==> src/rtl/relu_pool_l2_pkg.sv <==
// Shared CNN package: activation width, beat geometry, pooling state
// encodings and the ReLU / unsigned-max helpers used by the layer stages.
package relu_pool_l2_pkg;

  localparam int CNN_DW  = 16;
  localparam int LANES   = 4;
  localparam int KERNELS = 8;

  localparam logic [0:0] ST_EVEN = 1'b0;
  localparam logic [0:0] ST_ODD  = 1'b1;

  // Negative two's-complement values clamp to zero.
  function automatic logic [CNN_DW-1:0] relu(input logic [CNN_DW-1:0] x);
    return x[CNN_DW-1] ? '0 : x;
  endfunction

  // Unsigned maximum; operands are non-negative once ReLU has run.
  function automatic logic [CNN_DW-1:0] umax(input logic [CNN_DW-1:0] a,
                                             input logic [CNN_DW-1:0] b);
    return (a >= b) ? a : b;
  endfunction

endpackage

==> src/rtl/relu_pool_l2_pool_max2.sv <==
// Combinational ReLU followed by a 2-input unsigned maximum on one lane pair.
module pool_max2
  import relu_pool_l2_pkg::*;
#(
  parameter int DW = CNN_DW
) (
  input  logic [DW-1:0] a_i,
  input  logic [DW-1:0] b_i,
  output logic [DW-1:0] max_o
);

  generate
    if (DW == CNN_DW) begin : gPkg
      assign max_o = umax(relu(a_i), relu(b_i));
    end else begin : gGeneric
      logic [DW-1:0] aRelu;
      logic [DW-1:0] bRelu;
      assign aRelu = a_i[DW-1] ? '0 : a_i;
      assign bRelu = b_i[DW-1] ? '0 : b_i;
      assign max_o = (aRelu >= bRelu) ? aRelu : bRelu;
    end
  endgenerate

endmodule

==> src/rtl/relu_pool_l2.sv <==
// 2x2 max-pool with ReLU over 8 kernel streams. Even rows are pooled
// horizontally into a row buffer; odd rows combine with that buffer and
// emit one pooled beat per accepted input beat through a single output
// register with valid/ready handshake.
module relu_pool_l2
  import relu_pool_l2_pkg::*;
#(
  parameter int DW        = CNN_DW,
  parameter int ROW_BEATS = 7,
  parameter int ROWS      = 28
) (
  input  logic              clk,
  input  logic              rst_n,
  input  logic              i_valid,
  output logic              i_ready,
  input  logic [4*DW-1:0]   i_data_0,
  input  logic [4*DW-1:0]   i_data_1,
  input  logic [4*DW-1:0]   i_data_2,
  input  logic [4*DW-1:0]   i_data_3,
  input  logic [4*DW-1:0]   i_data_4,
  input  logic [4*DW-1:0]   i_data_5,
  input  logic [4*DW-1:0]   i_data_6,
  input  logic [4*DW-1:0]   i_data_7,
  output logic              o_valid,
  input  logic              o_ready,
  output logic [2*DW-1:0]   o_data_0,
  output logic [2*DW-1:0]   o_data_1,
  output logic [2*DW-1:0]   o_data_2,
  output logic [2*DW-1:0]   o_data_3,
  output logic [2*DW-1:0]   o_data_4,
  output logic [2*DW-1:0]   o_data_5,
  output logic [2*DW-1:0]   o_data_6,
  output logic [2*DW-1:0]   o_data_7,
  output logic              o_last
);

  localparam int EW = 2 * DW * KERNELS;
  localparam int CW = (ROW_BEATS > 1) ? $clog2(ROW_BEATS) : 1;
  localparam int RW = (ROWS > 1) ? $clog2(ROWS) : 1;

  logic [LANES*DW-1:0] inData [KERNELS];
  logic [EW-1:0]       hWord;
  logic [EW-1:0]       vWord;
  logic [EW-1:0]       bufWord;
  logic [EW-1:0]       rowBuf [ROW_BEATS];

  logic [0:0]    state_q, state_d;
  logic [CW-1:0] col_q, col_d;
  logic [RW-1:0] row_q, row_d;
  logic          oValid_q, oValid_d;
  logic          oLast_q, oLast_d;
  logic [EW-1:0] oData_q, oData_d;

  logic accept;
  logic colEnd;
  logic rowEnd;

  assign inData[0] = i_data_0;
  assign inData[1] = i_data_1;
  assign inData[2] = i_data_2;
  assign inData[3] = i_data_3;
  assign inData[4] = i_data_4;
  assign inData[5] = i_data_5;
  assign inData[6] = i_data_6;
  assign inData[7] = i_data_7;

  assign i_ready = (state_q == ST_EVEN) || !oValid_q || o_ready;
  assign accept  = i_valid && i_ready;
  assign colEnd  = (col_q == CW'(ROW_BEATS - 1));
  assign rowEnd  = (row_q == RW'(ROWS - 1));

  // Only odd rows consult the buffer; even rows see a zero word.
  assign bufWord = (state_q == ST_ODD) ? rowBuf[col_q] : '0;

  // Horizontal pool of each lane pair, then vertical max against the buffer.
  generate
    for (genvar k = 0; k < KERNELS; k++) begin : gKernel
      for (genvar p = 0; p < LANES / 2; p++) begin : gPair
        pool_max2 #(.DW(DW)) uHorz (
          .a_i   (inData[k][(2*p)*DW +: DW]),
          .b_i   (inData[k][(2*p+1)*DW +: DW]),
          .max_o (hWord[(2*k+p)*DW +: DW])
        );
        pool_max2 #(.DW(DW)) uVert (
          .a_i   (bufWord[(2*k+p)*DW +: DW]),
          .b_i   (hWord[(2*k+p)*DW +: DW]),
          .max_o (vWord[(2*k+p)*DW +: DW])
        );
      end
    end
  endgenerate

  // Row buffer: plain register array, written only on even-row beats.
  always_ff @(posedge clk) begin
    if (accept && (state_q == ST_EVEN)) begin
      rowBuf[col_q] <= hWord;
    end
  end

  // Position tracking and output-register next state.
  always_comb begin
    state_d  = state_q;
    col_d    = col_q;
    row_d    = row_q;
    oValid_d = oValid_q;
    oLast_d  = oLast_q;
    oData_d  = oData_q;

    if (accept) begin
      if (colEnd) begin
        col_d = '0;
        if (rowEnd) begin
          row_d   = '0;
          state_d = ST_EVEN;
        end else begin
          row_d   = row_q + RW'(1);
          state_d = ~state_q;
        end
      end else begin
        col_d = col_q + CW'(1);
      end
    end

    if (accept && (state_q == ST_ODD)) begin
      oValid_d = 1'b1;
      oData_d  = vWord;
      oLast_d  = rowEnd && colEnd;
    end else if (o_ready) begin
      oValid_d = 1'b0;
      oLast_d  = 1'b0;
    end
  end

  // State registers with asynchronous active-low reset.
  always_ff @(posedge clk or negedge rst_n) begin
    if (!rst_n) begin
      state_q  <= ST_EVEN;
      col_q    <= '0;
      row_q    <= '0;
      oValid_q <= 1'b0;
      oLast_q  <= 1'b0;
      oData_q  <= '0;
    end else begin
      state_q  <= state_d;
      col_q    <= col_d;
      row_q    <= row_d;
      oValid_q <= oValid_d;
      oLast_q  <= oLast_d;
      oData_q  <= oData_d;
    end
  end

  assign o_valid  = oValid_q;
  assign o_last   = oLast_q;
  assign o_data_0 = oData_q[0*2*DW +: 2*DW];
  assign o_data_1 = oData_q[1*2*DW +: 2*DW];
  assign o_data_2 = oData_q[2*2*DW +: 2*DW];
  assign o_data_3 = oData_q[3*2*DW +: 2*DW];
  assign o_data_4 = oData_q[4*2*DW +: 2*DW];
  assign o_data_5 = oData_q[5*2*DW +: 2*DW];
  assign o_data_6 = oData_q[6*2*DW +: 2*DW];
  assign o_data_7 = oData_q[7*2*DW +: 2*DW];

endmodule

==> config.mk <==
export PLATFORM = sky130hd
export DESIGN_NAME = relu_pool_l2
export DESIGN_NICKNAME = d
export VERILOG_FILES = /design/src/rtl/relu_pool_l2_pkg.sv /design/src/rtl/relu_pool_l2_pool_max2.sv /design/src/rtl/relu_pool_l2.sv
export SDC_FILE = /design/constraint.sdc
export NUM_CORES = 2
export LEC_CHECK = 0
export CAP_MARGIN = 0
export CORE_AREA = 10 10 429 431
export CTS_CLUSTER_SIZE = 30
export DETAILED_ROUTE_END_ITERATION = 7
export DIE_AREA = 0 0 439 441
export PLACE_DENSITY = 0.79
export SETUP_SLACK_MARGIN = 0.5
export SLEW_MARGIN = 30
export SYNTH_ARGS = -nofsm -noshare
export SYNTH_HDL_FRONTEND = slang
export SYNTH_SLANG_ARGS = --single-unit
==> constraint.sdc <==
create_clock -name clk -period 35.3 [get_ports clk]
set_input_delay 10.59 -clock clk [delete_from_list [all_inputs] [get_ports clk]]
set_output_delay 10.59 -clock clk [all_outputs]
set_load 0.05 [all_outputs]
==> impl_metrics.toml <==
[worst_hold_path]
min_path_type = "flop to flop"

[place]
gp_congestion = 0.853
port_buffers = 758
dpl.hpwl_mm = 163
placed_area_um2 = 105000
dp_worst_setup_slack_ns = 12.67

[yosys]
synth_cell_types = 67
yosys.area.top_type = "edfxtp_1"
yosys-top-cells-area = "edfxtp_1, dfrtp_1, ha_1"
ys_ff_latch = 1931
synth_edf_count = 1680
synth-main-ff-cell = "edfxtp_1"
syn-instance-count = 7516
syn_area_um2 = 95800
synth-async-reset-ratio = 0.130
seq_area_frac_synth = 0.592
netlist.area_leader.share = 0.526
syn_area_per_cell_um2 = 12.8
ys_warn_count = 0

[cts]
cts_buffers = 191
cts.clk_slew.worst_paths_ns = 0.06
ctsResizeCount = 0
tritoncts = "yes"
post_cts_buffers = 0
h-tree-depth = 4
clk-insertion-delay-late_ns = 0.85
cts_hold_buf = 0
cts_max_path_buffers = 3
clock-sinks = 1931
cts-root-buf = "clkbuf_16"

[die]
initial_core_util = 0.547
die_h_um = 441
fp.dieW_um = 439
core_area_um2 = 175000
io_pins = 775
num_rows = 154
die-area_um2 = 194000

[grt]
grt_pass1_vias = 67100
grt_pass1_wl_mm = 391
grt_max_degree = 182
grt_overflow = 0
grt_antenna_before_repair = 2
grt_use_total = 0.257

[finish]
drive_gt1_frac = 0.0695
nNetsFinal = 9072
postLayoutCellArea_um2 = 112000
syn_to_final_growth_pct = 16.8

[drt]
met3_length_mm = 16.5
met1_length_mm = 99.5
drc = 0
drtAntennaViolNets = 0
drt_first_pass_iters = 6
wl_met2_mm = 130
wl_per_cell_um = 24.4
first_iter_violations = 5898
route.vias.total = 65700
top_layer_used = "met4"
via_per_inst = 6.21
wl_mm = 259

[timing]
period_needed_ns = 22.63
worst_slack_ns = 12.67
setup-violations-final = 0
tns_ns = 0
fin_crit_sh = 0.641
max_freq_ghz = 0.0442
rsz0062_at_grt = "false"
slew_violations = 0
worstMarginPinSlew_ns = 1.06
timing.slew.headroom = 0.277
fin_hold_ws_ns = 0.500
clock_skew_ns = 0.0370
final_hold_viol_count = 0

[critical_path]
path_class = "primary input to primary output"
crit_path_end_kind = "primary output"
cp_max_fo = 3
crit_arrival_ns = 12.04
critPathLaunchType = "primary input"
required_ns = 24.71

[job]
cap_violations = 0

[pwr]
p_leak_uw = 0.0419
power_density_nw_per_um2 = 77.3
vdd_drop_max_v = 0.0000627

[run_status]
status = "finished clean"
## per-stage QoR
step                total power (uW)  instances  utilization
CTS                             8650      10600        0.637
finish                          8650      10600        0.638
floorplan                       5580       7531            -
global route                    9060      10600        0.638
detailed placement              6560      10200        0.600
global placement                6430      10200        0.600
## cells in the final DEF (no fill, tap or decap), types with 175 or more instances in the layout
cell	n
o21ai_0	242
edfxtp_1	1680
clkbuf_16	195
ha_1	481
a21oi_1	348
and2_1	179
nand2_1	384
o211ai_1	176
clkdlybuf4s50_1	757
nor2b_1	237
inv_1	469
a221o_1	175
nand2b_1	331
mux2i_1	398
dfrtp_1	247
## where the power goes
| part | internal [uW] | switching [uW] |
|---|---|---|
| clock | 1200 | 884 |
| sequential | 2890 | 163 |
| combinational | 1200 | 2330 |
## logic make-up (layout without fill, tap and decap cells)
family	count (synthesis)	in the layout	share of synthesized area
AND/OR/NAND/NOR	2059	2059	0.131
flip-flops	1931	1931	0.592
AO/OA/AOI/OAI	1572	1572	0.121
buffers and inverters	990	1699	0.0423
multiplexers	482	482	0.0515
adder cells (fa/ha/maj)	481	481	0.0628
other	1	17	0.0000391
## area by class of cell
cell class	count	area, um^2
timing repair buffer	871	8700
clock buffer	239	5130
antenna	1	2.50
sequential	1931	56700
inverter	470	1770
multi-input combinational	4610	35300
clock inverter	119	1360
fill	12700	63400
tap	2340	2930
## metal layers
layer  vias to the layer above  GRT usage
met5                         -          0
met4                         0      0.128
met3                       565     0.0367
met2                      2649      0.446
met1                     32700      0.313
li1                      29700          -
## final timing paths
check | start | end | slack (ns) | depth (start not counted)
max | o_ready | i_ready | 12.67 | 3
min | oData_q[41] | oData_q[41] | 0.50 | 2
max reg2reg | col_q[2] | oData_q[69] | 28.23 | 14
min reg2reg | oData_q[41] | oData_q[41] | 0.50 | 2
max in group asynchronous | rst_n | oData_q[251] | 23.56 | 3
min in group asynchronous | rst_n | oData_q[20] | 9.66 | 1
## flip-flops by register name (all words and copies together), names as in the netlist
name and cells:
rowBuf 1680, oData_q 240, row_q 5, col_q 3
o_last 1, o_valid 1, state_q 1
## synth_stat cells (all sizes together), types with 176 or more instances
cell	instances
nand2	384
mux2i	420
o21ai	254
ha	481
buf	176
o211ai	176
inv	470
edfxtp	1680
nand2b	332
a21oi	348
nor2b	239
clkbuf	344
and2	182
dfrtp	251
## critical path: stages
cell,delay (ns)
clkdlybuf4s50_1,0.47
nand3b_1,0.15
clkdlybuf4s50_1,0.82
(Power assumes the default switching activity.)
